===== src/rtl/fetch_pkg.sv =====
`default_nettype none
// =====================================================================
// Module   : fetch_pkg
// Brief    : Shared widths, reset PC, NOP encoding and queue entry type.
// Revision : 1.0
// =====================================================================
package fetch_pkg;

  localparam int c_XLEN = 64;
  localparam int c_ILEN = 32;
  localparam logic [c_XLEN-1:0] c_RESET_PC = 64'h0000_0000_8000_0000;
  localparam logic [c_ILEN-1:0] c_NOP      = 32'h0000_0013;

  typedef struct packed {
    logic [c_XLEN-1:0] pc;
    logic [c_ILEN-1:0] instr;
  } fetch_entry_t;

  function automatic logic [c_XLEN-1:0] word_align(input logic [c_XLEN-1:0] addr);
    return addr & {{(c_XLEN-2){1'b1}}, 2'b00};
  endfunction

endpackage
`default_nettype wire


===== src/rtl/fetch_if.sv =====
`default_nettype none
// =====================================================================
// Module   : fetch_if
// Brief    : Instruction memory request/grant/response bus.
// Revision : 1.0
// =====================================================================
interface fetch_if;
  import fetch_pkg::*;

  logic              fetch_o_imem_req;
  logic [c_XLEN-1:0] fetch_o_imem_addr;
  logic              imem_i_gnt;
  logic              imem_i_rvalid;
  logic [c_ILEN-1:0] imem_i_rdata;

  modport master (
    output fetch_o_imem_req, fetch_o_imem_addr,
    input  imem_i_gnt, imem_i_rvalid, imem_i_rdata
  );

  modport slave (
    input  fetch_o_imem_req, fetch_o_imem_addr,
    output imem_i_gnt, imem_i_rvalid, imem_i_rdata
  );

endinterface
`default_nettype wire


===== src/rtl/fetch_queue.sv =====
`default_nettype none
// =====================================================================
// Module   : fetch_queue
// Brief    : Synchronous {pc, instr} FIFO with push/pop/flush; flush wins.
// Revision : 1.0
// =====================================================================
module fetch_queue
  import fetch_pkg::*;
#(
  parameter int DEPTH = 2
) (
  input  logic                   clk,
  input  logic                   rst,
  input  logic                   i_push,
  input  fetch_entry_t           i_data,
  input  logic                   i_pop,
  input  logic                   i_flush,
  output fetch_entry_t           o_head,
  output logic [$clog2(DEPTH):0] o_count
);

  localparam int c_aw = $clog2(DEPTH);
  localparam logic [c_aw:0] c_full = (c_aw+1)'(DEPTH);

  fetch_entry_t    r_mem [DEPTH];
  logic [c_aw-1:0] r_rd_ptr;
  logic [c_aw-1:0] r_wr_ptr;
  logic [c_aw:0]   r_count;
  logic            w_do_pop;
  logic            w_do_push;

  assign w_do_pop  = i_pop && (r_count != '0);
  // A simultaneous pop frees the slot, so push at full still lands.
  assign w_do_push = i_push && ((r_count != c_full) || w_do_pop);

  always_ff @(posedge clk or negedge rst) begin
    if (!rst) begin
      r_rd_ptr <= '0;
      r_wr_ptr <= '0;
      r_count  <= '0;
      for (int i = 0; i < DEPTH; i++) r_mem[i] <= '0;
    end else if (i_flush) begin
      r_rd_ptr <= '0;
      r_wr_ptr <= '0;
      r_count  <= '0;
    end else begin
      if (w_do_push) begin
        r_mem[r_wr_ptr] <= i_data;
        r_wr_ptr        <= r_wr_ptr + c_aw'(1);
      end
      if (w_do_pop) r_rd_ptr <= r_rd_ptr + c_aw'(1);
      case ({w_do_push, w_do_pop})
        2'b10:   r_count <= r_count + (c_aw+1)'(1);
        2'b01:   r_count <= r_count - (c_aw+1)'(1);
        default: r_count <= r_count;
      endcase
    end
  end

  assign o_head  = r_mem[r_rd_ptr];
  assign o_count = r_count;

endmodule
`default_nettype wire


===== src/rtl/fetch.sv =====
`default_nettype none
// =====================================================================
// Module   : fetch
// Brief    : Credit-limited instruction fetch with redirect discard.
//            FETCH_PERF_CNT_EN adds the fetch_o_bubble_cnt counter.
// Revision : 1.0
// =====================================================================
module fetch
  import fetch_pkg::*;
#(
  parameter logic [c_XLEN-1:0] RESET_PC = c_RESET_PC,
  parameter int                QDEPTH   = 2
) (
  input  logic              clk,
  input  logic              rst,
  fetch_if.master           imem,
  input  logic              execute_i_redirect,
  input  logic [c_XLEN-1:0] execute_i_redirect_pc,
  input  logic              regD_i_ready,
  output logic              fetch_o_valid,
  output logic [c_ILEN-1:0] fetch_o_instr,
  output logic [c_XLEN-1:0] fetch_o_pc
`ifdef FETCH_PERF_CNT_EN
  ,
  output logic [63:0]       fetch_o_bubble_cnt
`endif
);

  localparam int            c_cw    = $clog2(QDEPTH) + 1;
  localparam logic [c_cw:0] c_limit = (c_cw+1)'(QDEPTH);

  logic [c_XLEN-1:0] r_fetch_pc;
  logic [c_XLEN-1:0] r_resp_pc;
  logic [c_cw-1:0]   r_outstanding;
  logic [c_cw-1:0]   r_discard;
  logic [c_cw-1:0]   w_out_nxt;
  logic [c_cw-1:0]   w_count;
  logic [c_cw:0]     w_load;
  logic              w_req;
  logic              w_gnt;
  logic              w_rsp;
  logic              w_drop;
  logic              w_push;
  logic              w_pop;
  fetch_entry_t      w_head;
  fetch_entry_t      w_push_data;

  assign w_pop  = fetch_o_valid & regD_i_ready;
  // The slot freed by this cycle's pop is credited at once so a 2-deep queue streams.
  assign w_load = {1'b0, r_outstanding} + {1'b0, w_count} - {{c_cw{1'b0}}, w_pop};
  assign w_req  = rst & ~execute_i_redirect & (w_load < c_limit);
  assign w_gnt  = w_req & imem.imem_i_gnt;
  assign w_rsp  = imem.imem_i_rvalid;
  assign w_drop = w_rsp & (r_discard != '0);
  assign w_push = w_rsp & ~w_drop;

  assign imem.fetch_o_imem_req  = w_req;
  assign imem.fetch_o_imem_addr = rst ? r_fetch_pc : '0;

  always_comb begin
    w_out_nxt = r_outstanding;
    case ({w_gnt, w_rsp})
      2'b10:   w_out_nxt = r_outstanding + c_cw'(1);
      2'b01:   w_out_nxt = r_outstanding - c_cw'(1);
      default: w_out_nxt = r_outstanding;
    endcase
  end

  always_ff @(posedge clk or negedge rst) begin
    if (!rst) begin
      r_fetch_pc    <= RESET_PC;
      r_resp_pc     <= RESET_PC;
      r_outstanding <= '0;
      r_discard     <= '0;
    end else begin
      r_outstanding <= w_out_nxt;
      if (execute_i_redirect) begin
        // Everything still in flight after this edge belongs to the old path.
        r_fetch_pc <= word_align(execute_i_redirect_pc);
        r_resp_pc  <= word_align(execute_i_redirect_pc);
        r_discard  <= w_out_nxt;
      end else begin
        if (w_gnt)  r_fetch_pc <= r_fetch_pc + 64'd4;
        if (w_push) r_resp_pc  <= r_resp_pc + 64'd4;
        if (w_drop) r_discard  <= r_discard - c_cw'(1);
      end
    end
  end

  assign w_push_data = '{pc: r_resp_pc, instr: imem.imem_i_rdata};

  fetch_queue #(
    .DEPTH (QDEPTH)
  ) u_queue (
    .clk     (clk),
    .rst     (rst),
    .i_push  (w_push),
    .i_data  (w_push_data),
    .i_pop   (w_pop),
    .i_flush (execute_i_redirect),
    .o_head  (w_head),
    .o_count (w_count)
  );

  assign fetch_o_valid = (w_count != '0);
  assign fetch_o_instr = w_head.instr;
  assign fetch_o_pc    = w_head.pc;

`ifdef FETCH_PERF_CNT_EN
  logic [63:0] r_bubble_cnt;

  always_ff @(posedge clk or negedge rst) begin
    if (!rst) begin
      r_bubble_cnt <= '0;
    end else if (regD_i_ready && !fetch_o_valid && (r_bubble_cnt != '1)) begin
      r_bubble_cnt <= r_bubble_cnt + 64'd1;
    end
  end

  assign fetch_o_bubble_cnt = r_bubble_cnt;
`endif

endmodule
`default_nettype wire


===== src/flat_wrapper.sv =====
// flat-port wrapper written by rule: the top's interface ports become plain ports
module fetch_flat import fetch_pkg::*;
#(
  parameter logic [c_XLEN-1:0] RESET_PC = c_RESET_PC,
  parameter int                QDEPTH   = 2
)
  (clk, rst, execute_i_redirect, execute_i_redirect_pc, regD_i_ready, fetch_o_valid, fetch_o_instr, fetch_o_pc, imem_fetch_o_imem_req, imem_fetch_o_imem_addr, imem_imem_i_gnt, imem_imem_i_rvalid, imem_imem_i_rdata);
  fetch_if imem_i ();
  input  logic clk;
  input  logic rst;
  input  logic execute_i_redirect;
  input  logic [c_XLEN-1:0] execute_i_redirect_pc;
  input  logic regD_i_ready;
  output logic fetch_o_valid;
  output logic [c_ILEN-1:0] fetch_o_instr;
  output logic [c_XLEN-1:0] fetch_o_pc;
  output wire logic [$bits(imem_i.fetch_o_imem_req)-1:0] imem_fetch_o_imem_req;
  output wire logic [$bits(imem_i.fetch_o_imem_addr)-1:0] imem_fetch_o_imem_addr;
  input wire logic [$bits(imem_i.imem_i_gnt)-1:0] imem_imem_i_gnt;
  input wire logic [$bits(imem_i.imem_i_rvalid)-1:0] imem_imem_i_rvalid;
  input wire logic [$bits(imem_i.imem_i_rdata)-1:0] imem_imem_i_rdata;
  assign imem_fetch_o_imem_req = imem_i.fetch_o_imem_req;
  assign imem_fetch_o_imem_addr = imem_i.fetch_o_imem_addr;
  assign imem_i.imem_i_gnt = imem_imem_i_gnt;
  assign imem_i.imem_i_rvalid = imem_imem_i_rvalid;
  assign imem_i.imem_i_rdata = imem_imem_i_rdata;
  fetch #(.RESET_PC(RESET_PC), .QDEPTH(QDEPTH)) u_core (.clk(clk), .rst(rst), .imem(imem_i), .execute_i_redirect(execute_i_redirect), .execute_i_redirect_pc(execute_i_redirect_pc), .regD_i_ready(regD_i_ready), .fetch_o_valid(fetch_o_valid), .fetch_o_instr(fetch_o_instr), .fetch_o_pc(fetch_o_pc));
endmodule

===== config.mk =====
export PLATFORM = sky130hd
export DESIGN_NAME = fetch_flat
export DESIGN_NICKNAME = d
export VERILOG_FILES = /design/src/rtl/fetch_pkg.sv /design/src/rtl/fetch_if.sv /design/src/rtl/fetch_queue.sv /design/src/rtl/fetch.sv /design/src/flat_wrapper.sv
export SDC_FILE = /design/constraint.sdc
export NUM_CORES = 1
export LEC_CHECK = 0
export BUFFER_PORTS_ARGS = -buffer_cell sky130_fd_sc_hd__buf_4
export CORE_ASPECT_RATIO = 1.2
export CORE_MARGIN = 2
export CORE_UTILIZATION = 35
export DETAILED_ROUTE_END_ITERATION = 7
export PLACE_DENSITY_LB_ADDON = 0.2
export SLEW_MARGIN = 20
export SYNTH_ARGS = -nofsm -noshare
export SYNTH_HDL_FRONTEND = slang
export SYNTH_SLANG_ARGS = --single-unit

===== constraint.sdc =====
create_clock -name clk -period 3.95 [get_ports clk]
set_input_delay 0.1975 -clock clk [delete_from_list [all_inputs] [get_ports clk]]
set_output_delay 0.1975 -clock clk [all_outputs]
set_load 0.01 [all_outputs]

# After elaboration in Yosys (flattened, before gate mapping)
# Index checks and enable logic that the tools add are counted.
[op_classes]
bitwise_logic = 10
eq_ne = 5
addsub = 11
n_reduce_logical = 13
magnitude_cmp = 4
muxes = 20
[ops]
columns = ["operator", "n"]
rows = [
  ["96-bit 2-to-1 mux", 4],
  ["64-bit 2-to-1 mux", 5],
  ["192-bit bitwise mux", 1],
  ["64-bit by 3-bit adder with 64-bit output, second input constant", 2],
  ["96-bit demux with 1-bit select", 1],
  ["2-bit nonzero test", 7],
  ["2-bit one-hot mux with 2 select lines", 2],
  ["1-bit bitwise AND", 6],
  ["2-bit 2-to-1 mux", 3],
  ["2-bit by 1-bit subtractor with 2-bit output, second input constant", 3],
  ["2-bit by 1-bit adder with 2-bit output, second input constant", 2],
  ["2-bit by 1-bit == test with 1-bit output, second input constant", 2],
  ["2-bit == test, second input constant", 2],
  ["2-bit greater-or-equal comparator, second input constant", 2],
  ["1-bit 2-to-1 mux", 4],
  ["1-bit NOT with 2-bit output", 2],
  ["2-bit by 2-bit adder with 3-bit output", 1],
  ["1-bit logical AND", 3],
  ["3-bit by 2-bit less-than comparator with 1-bit output, second input constant", 1],
  ["3-bit nonzero test", 1],
  ["3-bit by 1-bit subtractor with 3-bit output", 1],
  ["1-bit adder, second input constant", 2],
  ["2-bit by 1-bit less-than comparator with 1-bit output, second input constant", 1],
  ["2-bit != test, second input constant", 1],
  ["other kinds (3)", 4],
]
[word_totals]
output_inout_bits = 162
wordCells = 74
inputBits = 102
register_bits = 328

# Longest topological paths before layout
[logic_depth]
ltp_word = 9
mapped_depth = 15
ltp_nobuf = 15

# By module
# From an unflattened synthesis, not the netlist that was laid out.
[unflattened]
hier_cells = 1437
hier_area_um2 = 16449.5
[by_module_without_submodules]
columns = ["mod", "cells_each", "area_each_um2", "seq_area_each_um2", "n_inst"]
rows = [
  ["fetch_queue", 537, 8553.2, 4904.7, 1],
  ["fetch", 900, 7896.3, 3205.6, 1],
]

# Worst setup path after synthesis
# No wires, ideal clock.
[synth_timing]
path_kind = "register to register"
start = "register u_core.u_queue.r_count[0] (netlist: u_core.u_queue.o_count[0])"
end = "register u_core.r_fetch_pc[63]"
slack_ns = 0.662
required_ns = 3.826
path_stages_with_launch = 12
synth_period_minus_slack_ns = 3.288
path_buffers = 0
t_arrival_ns = 3.164
setup_time_ns = 0.124
path_cell_list = "dfrtp_1 nor2_1 inv_1 and2_1 ha_1 nand2b_1 fa_1 nand3_2 nor3_1 nand4_2 o31a_1 o31a_1"
[synth_via]
elab_chain_len = 7
word_cells_on_any_way = 8
cone_classes = "add/sub: 2; order compare: 1; bitwise: 3; reduce/logical: 2"
[synth_rtl]
columns = ["element", "line", "text"]
rows = [
  ["from (decl)", "fetch_queue.sv:28", "logic [c_aw:0] r_count;"],
  ["from (signal assigned)", "fetch_queue.sv:53", "2'b10: r_count <= r_count + (c_aw+1)'(1);"],
  ["from (signal assigned)", "fetch_queue.sv:54", "2'b01: r_count <= r_count - (c_aw+1)'(1);"],
  ["from (signal assigned)", "fetch_queue.sv:55", "default: r_count <= r_count;"],
  ["2-bit nonzero test", "fetch.sv:105", "assign fetch_o_valid = (w_count != '0);"],
  ["net fetch_o_valid", "flat_wrapper.sv:14", "output logic fetch_o_valid;"],
  ["1-bit bitwise AND", "fetch.sv:48", "assign w_pop = fetch_o_valid & regD_i_ready;"],
  ["3-bit by 1-bit subtractor with 3-bit output", "fetch.sv:50", "assign w_load = {1'b0, r_outstanding} + {1'b0, w_count} - {{c_cw{1'b0}}, w_pop};"],
  ["3-bit by 2-bit less-than comparator with 1-bit output", "fetch.sv:51", "assign w_req = rst & ~execute_i_redirect & (w_load < c_limit);"],
  ["1-bit bitwise AND", "fetch.sv:51", ""],
  ["1-bit bitwise AND", "fetch.sv:52", "assign w_gnt = w_req & imem.imem_i_gnt;"],
  ["2-bit nonzero test (no source line)", "-", ""],
  ["to (signal assigned)", "fetch.sv:79", "r_fetch_pc <= word_align(execute_i_redirect_pc);"],
  ["to (signal assigned)", "fetch.sv:83", "if (w_gnt) r_fetch_pc <= r_fetch_pc + 64'd4;"],
  ["to (decl)", "fetch.sv:32", "logic [c_XLEN-1:0] r_fetch_pc;"],
]
# The timed path passes the listed nets, and every way through them passes these cells.
# A chain may end at the register's enable or synchronous reset.

# Worst setup path in the final report
[layout_timing]
start = "register u_core.u_queue.r_count[0] (netlist: u_core.u_queue.o_count[0])"
end = "register u_core.r_fetch_pc[59]"
[layout_via]
elab_chain_len = 7
word_cells_on_any_way = 8
cone_classes = "add/sub: 2; order compare: 1; bitwise: 3; reduce/logical: 2"
[layout_rtl]
columns = ["element", "line"]
rows = [
  ["branches (longest 2 deep; another with 2-bit by 2-bit adder with 3-bit output)", "-"],
  ["3-bit by 1-bit subtractor with 3-bit output *", "fetch.sv:50"],
  ["3-bit by 2-bit less-than comparator with 1-bit output *", "fetch.sv:51"],
  ["1-bit bitwise AND *", "fetch.sv:51"],
  ["1-bit bitwise AND *", "fetch.sv:52"],
  ["2-bit nonzero test (no source line) *", "-"],
]
# Every way passes the cells marked *.

==> results.sh <==
export IMPL_min_period_ns=3.63
export IMPL_grtUsageMet2_pct=34.9
export IMPL_fp_dieW_um=204
export IMPL_fp_coreArea_um2=47100
export IMPL_drive_above_1_share_pct=38.6
export IMPL_leakage_nw=9.06
export IMPL_crit_type="reg2reg"
export IMPL_ys_ff_latch=320
export IMPL_critPathRequiredTime_ns=4.43
export IMPL_rows=87
export IMPL_globalplace_congestion=0.831
export IMPL_finalSetupTns_ns=0
export IMPL_cts_max_path_buffers=3
export IMPL_drv_cap=0
export IMPL_htreeDepth=2
export IMPL_met1_usage_pct=25.5
export IMPL_slew_violations=0
export IMPL_drt_initial_drc_count=740
export IMPL_slew_headroom_pct=37.3
export IMPL_rsz0062_at_grt="no"
export IMPL_syn_inst=1450
export IMPL_die_y_um=243
export IMPL_ir_worst_vdd_v=0.000337
export IMPL_dp_hpwl_um=36100
export IMPL_tritoncts="built"
export IMPL_dr_pass1_iters=5
export IMPL_crit_fanout=7
export IMPL_synth_yosys_seq_area_share_pct=47.9
export IMPL_arrival_ns=4.11
export IMPL_antenna_left=0
export IMPL_power_mw=12.5
export IMPL_whs_ns=0.0360
export IMPL_wl_per_cell_um=20.9
export IMPL_vias=12800
export IMPL_max_freq_ghz=0.276
export IMPL_finalCritPeriodShare_pct=91.8
export IMPL_finClkSkew_ns=0.0185
export IMPL_die_area_um2=49500
export IMPL_numPortBuffers=257
export IMPL_antenna_found_initial=3
export IMPL_final_cell_mix="mux2_2 (329), dfrtp_1 (317), buf_4 (275), dlygate4sd3_1 (81), and2_1 (70)"
export IMPL_start_util_pct=35.5
export IMPL_grt_use_met3_pct=3.05
export IMPL_grt_pass1_vias=13100
export IMPL_clock_latency_ns=0.56
export IMPL_root_buffer="clkbuf_16"
export IMPL_postCtsSetupBuffers=0
export IMPL_yosysWarnings=0
export IMPL_status="completed"
export IMPL_grt_max_degree=129
export IMPL_grt_first_pass_wirelength_um=77400
export IMPL_worst_pin_slew_ns=0.941
export IMPL_setup_viol=0
export IMPL_crit_path_start_kind="flip-flop"
export IMPL_path_clk_slew_ns=0.06
export IMPL_grt_overflow_total=0
export IMPL_r2r_cells=11
export IMPL_grt_use_total_pct=20.2
export IMPL_pin_count=264
export IMPL_synth_area_um2=16700
export IMPL_top_usage_layer="met2"
export IMPL_mostFrequentLayoutCell="mux2_2"
export IMPL_synth_edf_count=0
export IMPL_synthToLayoutAreaGrowth_pct=27.5
export IMPL_worstHoldPathType="in2reg"
export IMPL_finish_net_count=1878
export IMPL_end_kind="flip-flop"
export IMPL_postSynth_asyncResetShare_pct=100
export IMPL_cts_buffers=37
export IMPL_wl_um=50500
export IMPL_preCtsSetupSlack_ns=0.397
export IMPL_cts_sinks=320
export IMPL_synthFlopType="dfrtp_1"
export IMPL_setup_slack_ns=0.324
export IMPL_powerDensity_nw_per_um2=585
export IMPL_vias_per_cell=5.31
export IMPL_hold_viol=0
export IMPL_drc=0
export IMPL_hold_path_cell_count=3
export IMPL_synthDistinctLibCells=59
export IMPL_syn_area_per_cell_um2=11.5
-- critical path: stages, from the launching register on --
cell and delay (ns):
dfrtp_1 0.44, nor2_1 0.17, inv_1 0.07, and2_1 0.18
ha_1 0.26, nand2b_1 0.15, fa_1 0.52, nand3_2 0.18
nor4_2 0.57, nand4_1 0.33, or4_1 0.58, nand3_1 0.09
-- through the flow --
stage / util, % / cell area (um^2) / cells
after CTS: 45.2 / 21300 / 2417
after floorplan: - / 16700 / 1453
after global routing: 45.2 / 21300 / 2418
final: 45.2 / 21300 / 2418
after global placement: 41.0 / 19300 / 2272
after detailed placement: 41.0 / 19300 / 2272
-- logic make-up (layout without fill, tap and decap cells) --
| family | Yosys count | count (layout) | synth area share [%] |
|---|---|---|---|
| muxes | 340 | 340 | 22.8 |
| adders and majority gates | 7 | 7 | 0.569 |
| other | 1 | 5 | 0.0224 |
| xor gates and xnor gates | 81 | 81 | 4.24 |
| and+or+nand+nor | 474 | 474 | 16.6 |
| AOI/OAI and AO/OA | 117 | 117 | 5.06 |
| buffers and inverters | 110 | 451 | 2.78 |
| DFF | 320 | 320 | 47.9 |
-- registers in the layout, summed over array words and instances, names as in the netlist --
name	flops
u_core.u_queue.r_wr_ptr	1
u_core.u_queue.o_count	2
u_core.r_resp_pc	62
u_core.u_queue.r_rd_ptr	1
u_core.u_queue.r_mem	188
u_core.r_discard	2
u_core.r_fetch_pc	62
u_core.r_outstanding	2
-- repair_timing --
action | CTS | global route
gates resized for setup | 0 | 0
hold endpoints to repair | 203 | 0
hold buffers | 81 | 0
-- cell usage after synthesis, types with 3 or more instances --
library cell  count  share of area (%)
or2_2             3               0.11
buf_2            25               0.75
and3_1           21               0.79
nand4_1          64                2.4
clkbuf_1         44               0.99
nand2b_1         22               0.82
nor3b_1           9               0.40
inv_1            26               0.58
o311a_1           5               0.30
a21boi_0         12               0.54
a21oi_1          17               0.51
and2_1           70                2.6
o31ai_1           5               0.22
nor2_1           54                1.2
xor2_1           35                1.8
and4_1           18               0.94
mux2_2          329                 22
o21ai_0          13               0.39
or4_1             7               0.31
o21a_1           10               0.45
buf_1             9               0.20
a221oi_1          5               0.26
dfrtp_1         318                 48
nor2b_1           3               0.11
ha_1              6               0.45
buf_4             5               0.22
nor4_2            5               0.37
a211oi_1          5               0.22
nand2_1          59                1.3
nor3_1           35                1.0
nor4_1           30                1.1
nand3_1          53                1.6
nand4_2           6               0.45
o31a_1           24                1.3
or3_1             5               0.19
xnor2_1          46                2.4
a31oi_1          10               0.37
mux2i_1          11               0.66
-- where the power goes --
part	internal, mW	switching [mW]	leakage, nW
registers	4.36	0.723	3.87
logic	2.35	1.64	4.60
clock network	2.00	1.41	0.590
total	8.70	3.77	9.06
-- worst paths after layout --
kind,slack [ns],endpoint,from
setup reg to reg,0.32,u_core.r_fetch_pc[59],u_core.u_queue.o_count[0]
min in group asynchronous,0.18,u_core.u_queue.r_mem[150],rst
hold / removal,0.04,u_core.r_fetch_pc[30],execute_i_redirect_pc[30]
setup / recovery,0.32,u_core.r_fetch_pc[59],u_core.u_queue.o_count[0]
max in group asynchronous,2.44,u_core.r_resp_pc[52],rst
hold reg to reg,0.50,u_core.u_queue.r_mem[124],u_core.u_queue.r_mem[124]
-- cell type report --
| class | count | area (um^2) |
|---|---|---|
| timing repair buffer | 361 | 2970 |
| multi-input combinational | 1023 | 8270 |
| tap | 623 | 779 |
| antenna | 1 | 2.50 |
| sequential | 320 | 8010 |
| clock buffer | 53 | 1100 |
| clock inverter | 11 | 90.1 |
| inverter | 26 | 100 |
| fill | 4487 | 25800 |
-- routing by layer --
layer | share of wire (%) | vias to the layer above | wire length, um
li1 | - | 5935 | -
met1 | 41 | 6503 | 20900
met2 | 51 | 322 | 25600
met3 | 5.0 | 76 | 2550
met4 | 2.9 | 2 | 1470
met5 | 0.020 | - | 10
No activity file was read; power rests on OpenSTA's default activity.
